## config.mk

```make
export PLATFORM = sky130hd
export DESIGN_NAME = reorder_buffer
export DESIGN_NICKNAME = d
export VERILOG_FILES = /design/src/rtl/reorder_buffer_pkg.sv /design/src/rtl/reorder_buffer.sv
export SDC_FILE = /design/constraint.sdc
export NUM_CORES = 2
export LEC_CHECK = 0
export CORE_UTILIZATION = 56
export DETAILED_ROUTE_END_ITERATION = 10
export GPL_ROUTABILITY_DRIVEN = 0
export HOLD_SLACK_MARGIN = 0.12
export PLACE_DENSITY = 0.76
export SYNTH_ARGS = -nofsm -noshare
export SYNTH_HDL_FRONTEND = slang
export SYNTH_SLANG_ARGS = --single-unit
```

## constraint.sdc

```tcl
create_clock -name clk_in -period 4 [get_ports clk_in]
set_input_delay 1 -clock clk_in [delete_from_list [all_inputs] [get_ports clk_in]]
set_output_delay 1 -clock clk_in [all_outputs]
set_load 0.01 [all_outputs]
```

## src/rtl/reorder_buffer_pkg.sv

```systemverilog
// rtl/reorder_buffer_pkg.sv - shared types, sizes and tag arithmetic for the reorder buffer
package reorder_buffer_pkg;

  localparam int ROB_SIZE = 16;

  typedef logic [3:0]  rob_index_t;
  typedef logic [4:0]  reg_index_t;
  typedef logic [31:0] data_t;

  typedef enum logic [1:0] {
    ROB_REG    = 2'd0,
    ROB_STORE  = 2'd1,
    ROB_BRANCH = 2'd2
  } rob_type_e;

  typedef struct packed {
    logic       busy;
    logic       ready;
    rob_type_e  rtype;
    reg_index_t rd;
    data_t      val;
    logic       pred_jump;
    logic       jump;
    data_t      target;
  } rob_entry_t;

  // Tag 0 means "no dependency", so pointers wrap from the last tag back to 1.
  function automatic rob_index_t rob_inc(input rob_index_t idx);
    return (idx == rob_index_t'(ROB_SIZE - 1)) ? rob_index_t'(1) : idx + rob_index_t'(1);
  endfunction

endpackage

```

## src/rtl/reorder_buffer.sv

```systemverilog
// rtl/reorder_buffer.sv - in-order retirement buffer: tag allocation, CDB capture, commit and mispredict flush
module reorder_buffer
  import reorder_buffer_pkg::*;
#(
  parameter bit ISSUE_FULL_CHECK = 1'b1
) (
  input  logic        clk_in,
  input  logic        rst_in,
  input  logic        rdy_in,

  input  logic        issue_ready,
  input  logic [4:0]  issue_rd,
  input  logic [1:0]  issue_type,
  input  logic        issue_pred_jump,
  output logic [3:0]  rob_next_index,
  output logic        rob_full,

  input  logic        cdb_valid,
  input  logic [3:0]  cdb_rob_index,
  input  logic [31:0] cdb_val,
  input  logic        cdb_jump,
  input  logic [31:0] cdb_target,

  input  logic [3:0]  dc_rs1_depend,
  input  logic [3:0]  dc_rs2_depend,
  output logic        rob_rs1_ready,
  output logic        rob_rs2_ready,
  output logic [31:0] rob_rs1_val,
  output logic [31:0] rob_rs2_val,

  output logic        rob_to_reg_commit,
  output logic [3:0]  rob_to_reg_rob_index,
  output logic [4:0]  rob_to_reg_index,
  output logic [31:0] rob_to_reg_val,

  output logic        rob_to_lsb_commit,
  output logic [3:0]  rob_to_lsb_rob_index,

  output logic        rob_flush,
  output logic [31:0] rob_flush_pc
);

  rob_entry_t entries [ROB_SIZE];
  rob_index_t head;
  rob_index_t tail;
  logic [3:0] count;

  rob_entry_t head_entry;
  logic       retire;
  logic       mispredict;
  logic       issue_fire;

  assign rob_next_index = tail;
  assign rob_full       = (count == 4'(ROB_SIZE - 1));

  assign head_entry = entries[head];
  assign retire     = head_entry.busy && head_entry.ready;
  assign mispredict = retire && (head_entry.rtype == ROB_BRANCH)
                      && (head_entry.jump != head_entry.pred_jump);
  // A mispredicting retire squashes everything younger, including this cycle's issue.
  assign issue_fire = issue_ready && !rob_full && !mispredict;

  // Operand lookup; a same-cycle CDB broadcast to the queried tag is bypassed.
  function automatic logic [32:0] forward(input rob_index_t tag);
    logic [32:0] res;
    res = '0;
    if (tag != '0 && entries[tag].busy) begin
      if (cdb_valid && cdb_rob_index == tag)
        res = {1'b1, cdb_val};
      else if (entries[tag].ready)
        res = {1'b1, entries[tag].val};
    end
    return res;
  endfunction

  always_comb begin
    rob_rs1_ready = 1'b0;
    rob_rs1_val   = '0;
    rob_rs2_ready = 1'b0;
    rob_rs2_val   = '0;
    {rob_rs1_ready, rob_rs1_val} = forward(dc_rs1_depend);
    {rob_rs2_ready, rob_rs2_val} = forward(dc_rs2_depend);
  end

  always_ff @(posedge clk_in) begin
    if (rst_in) begin
      head                 <= rob_index_t'(1);
      tail                 <= rob_index_t'(1);
      count                <= '0;
      rob_to_reg_commit    <= 1'b0;
      rob_to_reg_rob_index <= '0;
      rob_to_reg_index     <= '0;
      rob_to_reg_val       <= '0;
      rob_to_lsb_commit    <= 1'b0;
      rob_to_lsb_rob_index <= '0;
      rob_flush            <= 1'b0;
      rob_flush_pc         <= '0;
      for (int i = 0; i < ROB_SIZE; i++) begin
        entries[i].busy  <= 1'b0;
        entries[i].ready <= 1'b0;
      end
    end else if (rdy_in) begin
      rob_to_reg_commit <= 1'b0;
      rob_to_lsb_commit <= 1'b0;
      rob_flush         <= 1'b0;

      if (cdb_valid && entries[cdb_rob_index].busy) begin
        entries[cdb_rob_index].ready  <= 1'b1;
        entries[cdb_rob_index].val    <= cdb_val;
        entries[cdb_rob_index].jump   <= cdb_jump;
        entries[cdb_rob_index].target <= cdb_target;
      end

      if (issue_fire) begin
        entries[tail] <= '{busy:      1'b1,
                           ready:     1'b0,
                           rtype:     rob_type_e'(issue_type),
                           rd:        issue_rd,
                           val:       '0,
                           pred_jump: issue_pred_jump,
                           jump:      1'b0,
                           target:    '0};
        tail <= rob_inc(tail);
      end

      if (retire) begin
        entries[head].busy <= 1'b0;
        head               <= rob_inc(head);
        case (head_entry.rtype)
          ROB_REG, ROB_BRANCH: begin
            rob_to_reg_commit    <= 1'b1;
            rob_to_reg_rob_index <= head;
            rob_to_reg_index     <= head_entry.rd;
            rob_to_reg_val       <= head_entry.val;
          end
          ROB_STORE: begin
            rob_to_lsb_commit    <= 1'b1;
            rob_to_lsb_rob_index <= head;
          end
          default: ;
        endcase
      end

      case ({issue_fire, retire})
        2'b10:   count <= count + 4'd1;
        2'b01:   count <= count - 4'd1;
        default: ;
      endcase

      if (mispredict) begin
        rob_flush    <= 1'b1;
        rob_flush_pc <= head_entry.target;
        head         <= rob_index_t'(1);
        tail         <= rob_index_t'(1);
        count        <= '0;
        for (int i = 0; i < ROB_SIZE; i++)
          entries[i].busy <= 1'b0;
      end
    end
  end

  // Upstream must honour rob_full.
  issue_while_full: assert property (@(posedge clk_in)
    disable iff (rst_in || !ISSUE_FULL_CHECK) !(rdy_in && issue_ready && rob_full));

endmodule

```

# ---- Yosys cells after proc, flatten, opt, wreduce, memory -nomap -nowiden
# Memories as Yosys holds them, arrays and structs flattened. A register that Yosys moved wholly into a read port is not among the register bits.
# Index checks and enable logic that the tools add are counted.
dict set report word_totals {
  out_inout_bits 151
  ramBits 1200
  reg_bits 92
  elab_cells 248
  memories 1
}
# memory words width rd rd_ports_with_merged_regs wr line_no
set mem_list {}
lappend mem_list {entries 16 75 4 1 17 reorder_buffer.sv:43} ;# rob_entry_t entries [ROB_SIZE];
dict set report op_classes {
  eq_ne 27
  mux 60
  bitwise 118
  reduce_logical 27
  addsub 4
}
# cell count
set op_table {}
lappend op_table {{$mux W33} 6}
lappend op_table {{$mux W75} 2}
lappend op_table {{$reduce_or A75 Y1} 2}
lappend op_table {{$eq A4 B4 Y1 const B} 19}
lappend op_table {{$and A1 B1 Y1} 50}
lappend op_table {{$mux W4} 11}
lappend op_table {{$mux W1} 38}
lappend op_table {{$not A1 Y1} 34}
lappend op_table {{$and A1 B1 Y1 const B} 16}
lappend op_table {{$or A1 B1 Y1} 16}
lappend op_table {{$add A4 B1 Y4 const B} 3}
lappend op_table {{$eq A4 B4 Y1} 3}
lappend op_table {{$logic_and A1 B1 Y1} 10}
lappend op_table {{$pmux W4 S2} 1}
lappend op_table {{$reduce_and A2 Y1} 4}
lappend op_table {{$reduce_bool A4 Y1} 2}
lappend op_table {{$mux W3} 2}
lappend op_table {{$reduce_and A3 Y1} 2}
lappend op_table {{$eq A2 B1 Y1 const B} 2}
lappend op_table {{$eq A2 B2 Y1 const B} 2}
lappend op_table {{$reduce_bool A2 Y1} 2}
lappend op_table {{$sub A4 B1 Y4 const B} 1}
lappend op_table {{$reduce_bool A3 Y1} 1}
lappend op_table {{$and A1 B1 Y1 const A} 2}
lappend op_table {{other kinds (4)} 5}

# ---- Depth between registers and ports, before layout
dict set report depth {
  depth_word 27
  mapped_depth 19
  ltp_nobuf 15
}

# ---- Worst setup path after synthesis
# Ideal clock, no wire load.
dict set report synth_timing {
  kind {input -> output}
  startpoint {input port dc_rs1_depend[0]}
  endpoint {output port rob_rs1_val[0]}
  path_buffers 3
  arrival_time_ns 3.145
  stages 7
  setup_slack_ns -0.145
  t_required_ns 3.000
  cell_sequence {buf_2 -> buf_2 -> buf_1 -> mux4_2 -> mux4_2 -> nand2_1 -> a21oi_1}
}
dict set report synth_via {
  elab_chain_cells 4
  elab_cells_between_ends 8
}
# item line_no
set synth_rtl {}
lappend synth_rtl {{start, declared} reorder_buffer.sv:24} ;# input logic [3:0] dc_rs1_depend,
lappend synth_rtl {{$mem_v2 Z16 W75 / $eq A4 B4 Y1 (equally long branches)} --}
lappend synth_rtl {{$mux W33 / $logic_and A1 B1 Y1 (equally long branches)} {reorder_buffer.sv:70, reorder_buffer.sv:68}}
lappend synth_rtl {{$mux W33} reorder_buffer.sv:68} ;# if (cdb_valid && cdb_rob_index == tag)
lappend synth_rtl {{$mux W33 (*)} reorder_buffer.sv:67} ;# if (tag != '0 && entries[tag].busy) begin
lappend synth_rtl {{end, declared} reorder_buffer.sv:28} ;# output logic [31:0] rob_rs1_val,
# Mark *: on every way between the ends. The rest lies on a longest branch, timed or not.

# ---- Worst setup path in the final report
dict set report layout_timing {
  startpoint {input port dc_rs2_depend[0]}
  endpoint {output port rob_rs2_val[1]}
}
dict set report layout_via {
  elab_chain_cells 4
  elab_cells_between_ends 8
}
# item line_no
set layout_rtl {}
lappend layout_rtl {{start, declared} reorder_buffer.sv:25} ;# input logic [3:0] dc_rs2_depend,
lappend layout_rtl {{$mem_v2 Z16 W75 / $eq A4 B4 Y1 (equally long branches)} --}
lappend layout_rtl {{$mux W33 / $logic_and A1 B1 Y1 (equally long branches)} {reorder_buffer.sv:70, reorder_buffer.sv:68}}
lappend layout_rtl {{$mux W33} reorder_buffer.sv:68}
lappend layout_rtl {{$mux W33 (*)} reorder_buffer.sv:67}
lappend layout_rtl {{end, declared} reorder_buffer.sv:29} ;# output logic [31:0] rob_rs2_val,
# Marked as above.

==> flow_metrics.py <==
metrics = {
    "clock_network": {
        "htreeDepth": 4,
        "clock_path_buffers": 3,
        "path_clk_slew_ns": 0.06,
        "cts_tree": "built",
        "cts_sinks": 1296,
        "worstSkewPairLatency_ns": 0.78,
        "clockRootBuffer": "clkbuf_16",
        "cts_buffers": 136,
    },
    "sta": {
        "worst_pin_slew_ns": 1.11,
        "worst_slack_ns": -0.106,
        "tns_ns": -1.29,
        "rsz0062_at_grt": "yes",
        "finalCritPeriodShare_pct": 103,
        "whs_ns": 0.452,
        "period_needed_ns": 4.11,
        "setup_viol": 21,
        "fmax_mhz": 244,
        "maxSlewHeadroom_pct": 25.9,
        "clock_skew_ns": 0.0302,
        "hold_viol_final": 0,
        "slew_violations": 0,
    },
    "power_and_ir_drop": {
        "p_total_uw": 28700,
        "p_int_uw": 21800,
        "comb_power_share_pct": 7.7,
        "pwr_density_cell_nw_per_um2": 381,
        "net-switching-power_uw": 6870,
        "p_seq_share_pct": 46.2,
        "clockPowerShare_pct": 46.1,
        "p_leak_uw": 0.0259,
        "swShare_pct": 23.9,
        "ir_drop_uv": 367,
    },
    "grt": {
        "grt_util_all_layers_pct": 40.5,
        "antenna_found_initial": 8,
        "grt.overflow.total": 0,
        "grt_max_degree": 125,
        "grt_pass1_wl_um": 352000,
        "grt_pass1_vias": 57046,
    },
    "yosys": {
        "synth.distinct_cells": 52,
        "synth_area_leader_cell": "dfxtp_1",
        "synth_warnings": 0,
        "synth_mux_area_share_pct": 25.7,
        "syn_area_per_cell_sq_um": 9.58,
        "synth_edf_count": 128,
        "ys_seq_area_share_pct": 42.6,
        "syn-instance-count": 6666,
        "synth_top_area_share_pct": 36.6,
        "synth_compound_area_share_pct": 9.91,
        "synth_fa_ha_area_share_pct": 0.227,
        "synth_seq_cells": 1296,
        "synth_fp_nets": 6767,
        "synth-xor-area-share_pct": 0.165,
        "async_flop_share_pct": 0,
        "yosys.area_share.simple_pct": 16.5,
        "synth_area_sq_um": 63900,
        "yosys_most_used_dff": "dfxtp_1",
        "synth_top_family_by_area": "multiplexers",
        "synth_area_leaders": "dfxtp_1 (37%), mux4_2 (25%), nand2_1 (13%)",
    },
    "floorplanning": {
        "pin_count": 241,
        "rows": 123,
        "start_util_pct": 56.6,
        "dieArea_sq_um": 115000,
        "core_area_sq_um": 113000,
        "chipHeight_um": 340,
        "die_w_um": 340,
    },
    "setup_path": {
        "criticalPathCategory": "input port to output pin",
        "cp.required_ns": 3.00,
        "regToRegSetupSlack_ns": 0.15,
        "path_max_fanout": 6,
        "crit_path_start_kind": "input port",
        "cp-end-kind": "output pin",
        "arrival_ns": 3.11,
        "timing.rr.end": "count[3]",
        "r2r_cells": 15,
    },
    "route": {
        "drt_iter0_drc": 8784,
        "drt_drc_violations_left": 0,
        "vias": 56921,
        "viasPerCell": 6.83,
        "postRouteWirelength_um": 237000,
        "antenna_left": 0,
        "routedWlPerCell_um": 28.4,
        "first_pass_iters": 8,
    },
    "status": {
        "failed_checks": "setup timing",
        "status": "finished with violations",
    },
    "job": {
        "max_cap_viol_count": 0,
    },
    "layout": {
        "syn2layout_area_growth_pct": 17.8,
        "final_layout_size_suffix_gt1_share_pct": 22.6,
        "final_area_sq_um": 75300,
        "final_net_count": 6817,
    },
    "hold_path": {
        "hold_path_end": "entries[2][10]",
        "hold_path_class": "register to register",
        "hp-start": "entries[2][10]",
        "hold_depth": 2,
    },
    "placement": {
        "dpl_cell_area_sq_um": 69800,
        "portBuffers": 240,
        "dpl.hpwl_um": 141000,
        "pre_cts_slack_ns": -0.882,
    },
}
[registers in the layout (all words and copies together), names as in the netlist, named ones only]
signal                flops
entries                1200
count                     4
rob_flush                 1
rob_to_lsb_commit         1
head                      4
rob_to_reg_val           32
rob_next_index            4
rob_to_reg_index          5
rob_to_reg_commit         1
rob_to_reg_rob_index      4
rob_flush_pc             32
rob_to_lsb_rob_index      4
[power groups by stage]
stage / Clock, uW / Sequential [uW] / Combinational [uW]
after CTS: 13200 / 13300 / 2140
after detailed placement: 0 / 13500 / 2090
after global routing: 13700 / 13300 / 2290
after floorplan: 0 / 13500 / 1410
final: 13200 / 13300 / 2220
after global placement: 0 / 13500 / 2060
[cell families after synthesis]
group,Yosys count
AOI/OAI and AO/OA,1205
xor gates and xnor gates,12
adders and majority gates,11
buffers and inverters,762
DFF,1296
muxes,757
and+or+nand+nor,2623
[metal layers]
metal / track usage [%] / share of wire, %
met1: 48.1 / 32
met5: 0.490 / 0.034
met2: 62.4 / 45
met3: 11.9 / 14
met4: 30.1 / 8.7
[synth_stat cells, types with 3 or more instances]
master	instances
xnor2_1	4
and3_1	9
buf_2	94
buf_1	97
xor2_1	8
buf_6	17
nand4_1	26
nor2b_1	12
mux4_2	703
mux2i_1	51
a2bb2oi_1	12
o32a_1	4
and2_1	147
nand2b_1	18
dfxtp_1	1168
buf_4	3
a21oi_2	49
edfxtp_1	128
nor2_1	59
a21oi_1	1077
nand4_2	3
ha_1	10
nand2_1	2287
a211oi_1	4
inv_2	7
a21boi_0	4
a31oi_1	6
inv_1	47
and4_1	6
o21ai_0	42
clkbuf_1	497
nand3_1	34
nand3b_1	6
[worst max-delay path: stages]
cell	delay [ns]
clkbuf_16	0.15
mux4_2	0.50
mux4_2	0.53
o21ai_4	0.18
buf_6	0.13
buf_12	0.17
buf_12	0.15
buf_6	0.10
a21oi_2	0.03
buf_2	0.14
[worst max-delay path by stage]
stage,from,end,cells past startpoint
after floorplan,dc_rs2_depend[0],rob_rs2_val[18],6
after global placement,cdb_rob_index[2],rob_rs1_val[0],10
after CTS,dc_rs1_depend[0],rob_rs1_val[2],9
final,dc_rs2_depend[0],rob_rs2_val[1],10
after global routing,dc_rs2_depend[0],rob_rs2_val[1],10
after detailed placement,cdb_rob_index[2],rob_rs2_val[28],10
[placed cells by master, fill, tap and decap left out, types with 26 or more instances in the layout]
| master | Yosys | layout |
|---|---|---|
| o21ai_0 | 42 | 40 |
| edfxtp_1 | 128 | 128 |
| mux2i_1 | 51 | 51 |
| clkbuf_8 | 0 | 26 |
| buf_2 | 94 | 45 |
| dfxtp_1 | 1168 | 1164 |
| nand4_1 | 26 | 26 |
| nor2_1 | 59 | 58 |
| a21oi_1 | 1077 | 1045 |
| clkdlybuf4s50_1 | 0 | 162 |
| nand2_1 | 2287 | 2270 |
| buf_12 | 0 | 145 |
| clkbuf_16 | 0 | 148 |
| a21oi_2 | 49 | 74 |
| and2_1 | 147 | 135 |
| nand3_1 | 34 | 27 |
| buf_4 | 3 | 199 |
| mux4_2 | 703 | 703 |
| buf_6 | 17 | 27 |
| inv_1 | 47 | 42 |
[metrics by stage]
stage,util [%],std cells
floorplan,-,6666
global placement,61.9,8032
detailed placement,61.9,8032
CTS,66.5,8321
global route,66.7,8331
finish,66.7,8333
[final cells by class]
cell class,instances,area (sq um)
diodes,7,17.5
clock buffers,190,3980
clock inverters,58,668
fillers,8098,37500
inverters,54,233
multi-input cells,4608,34000
flip-flops and latches,1296,27200
well taps,1500,1880
repair buffers,620,7200
[repair_timing]
action,4_1_cts,5_1_grt
cloned,9,4
buffers inserted,36,5
hold buffers,0,0
gates resized for setup,266,82
endpoints found under the setup margin,66,65
pin swaps,7,7
Power figures use the tool's default switching activity.
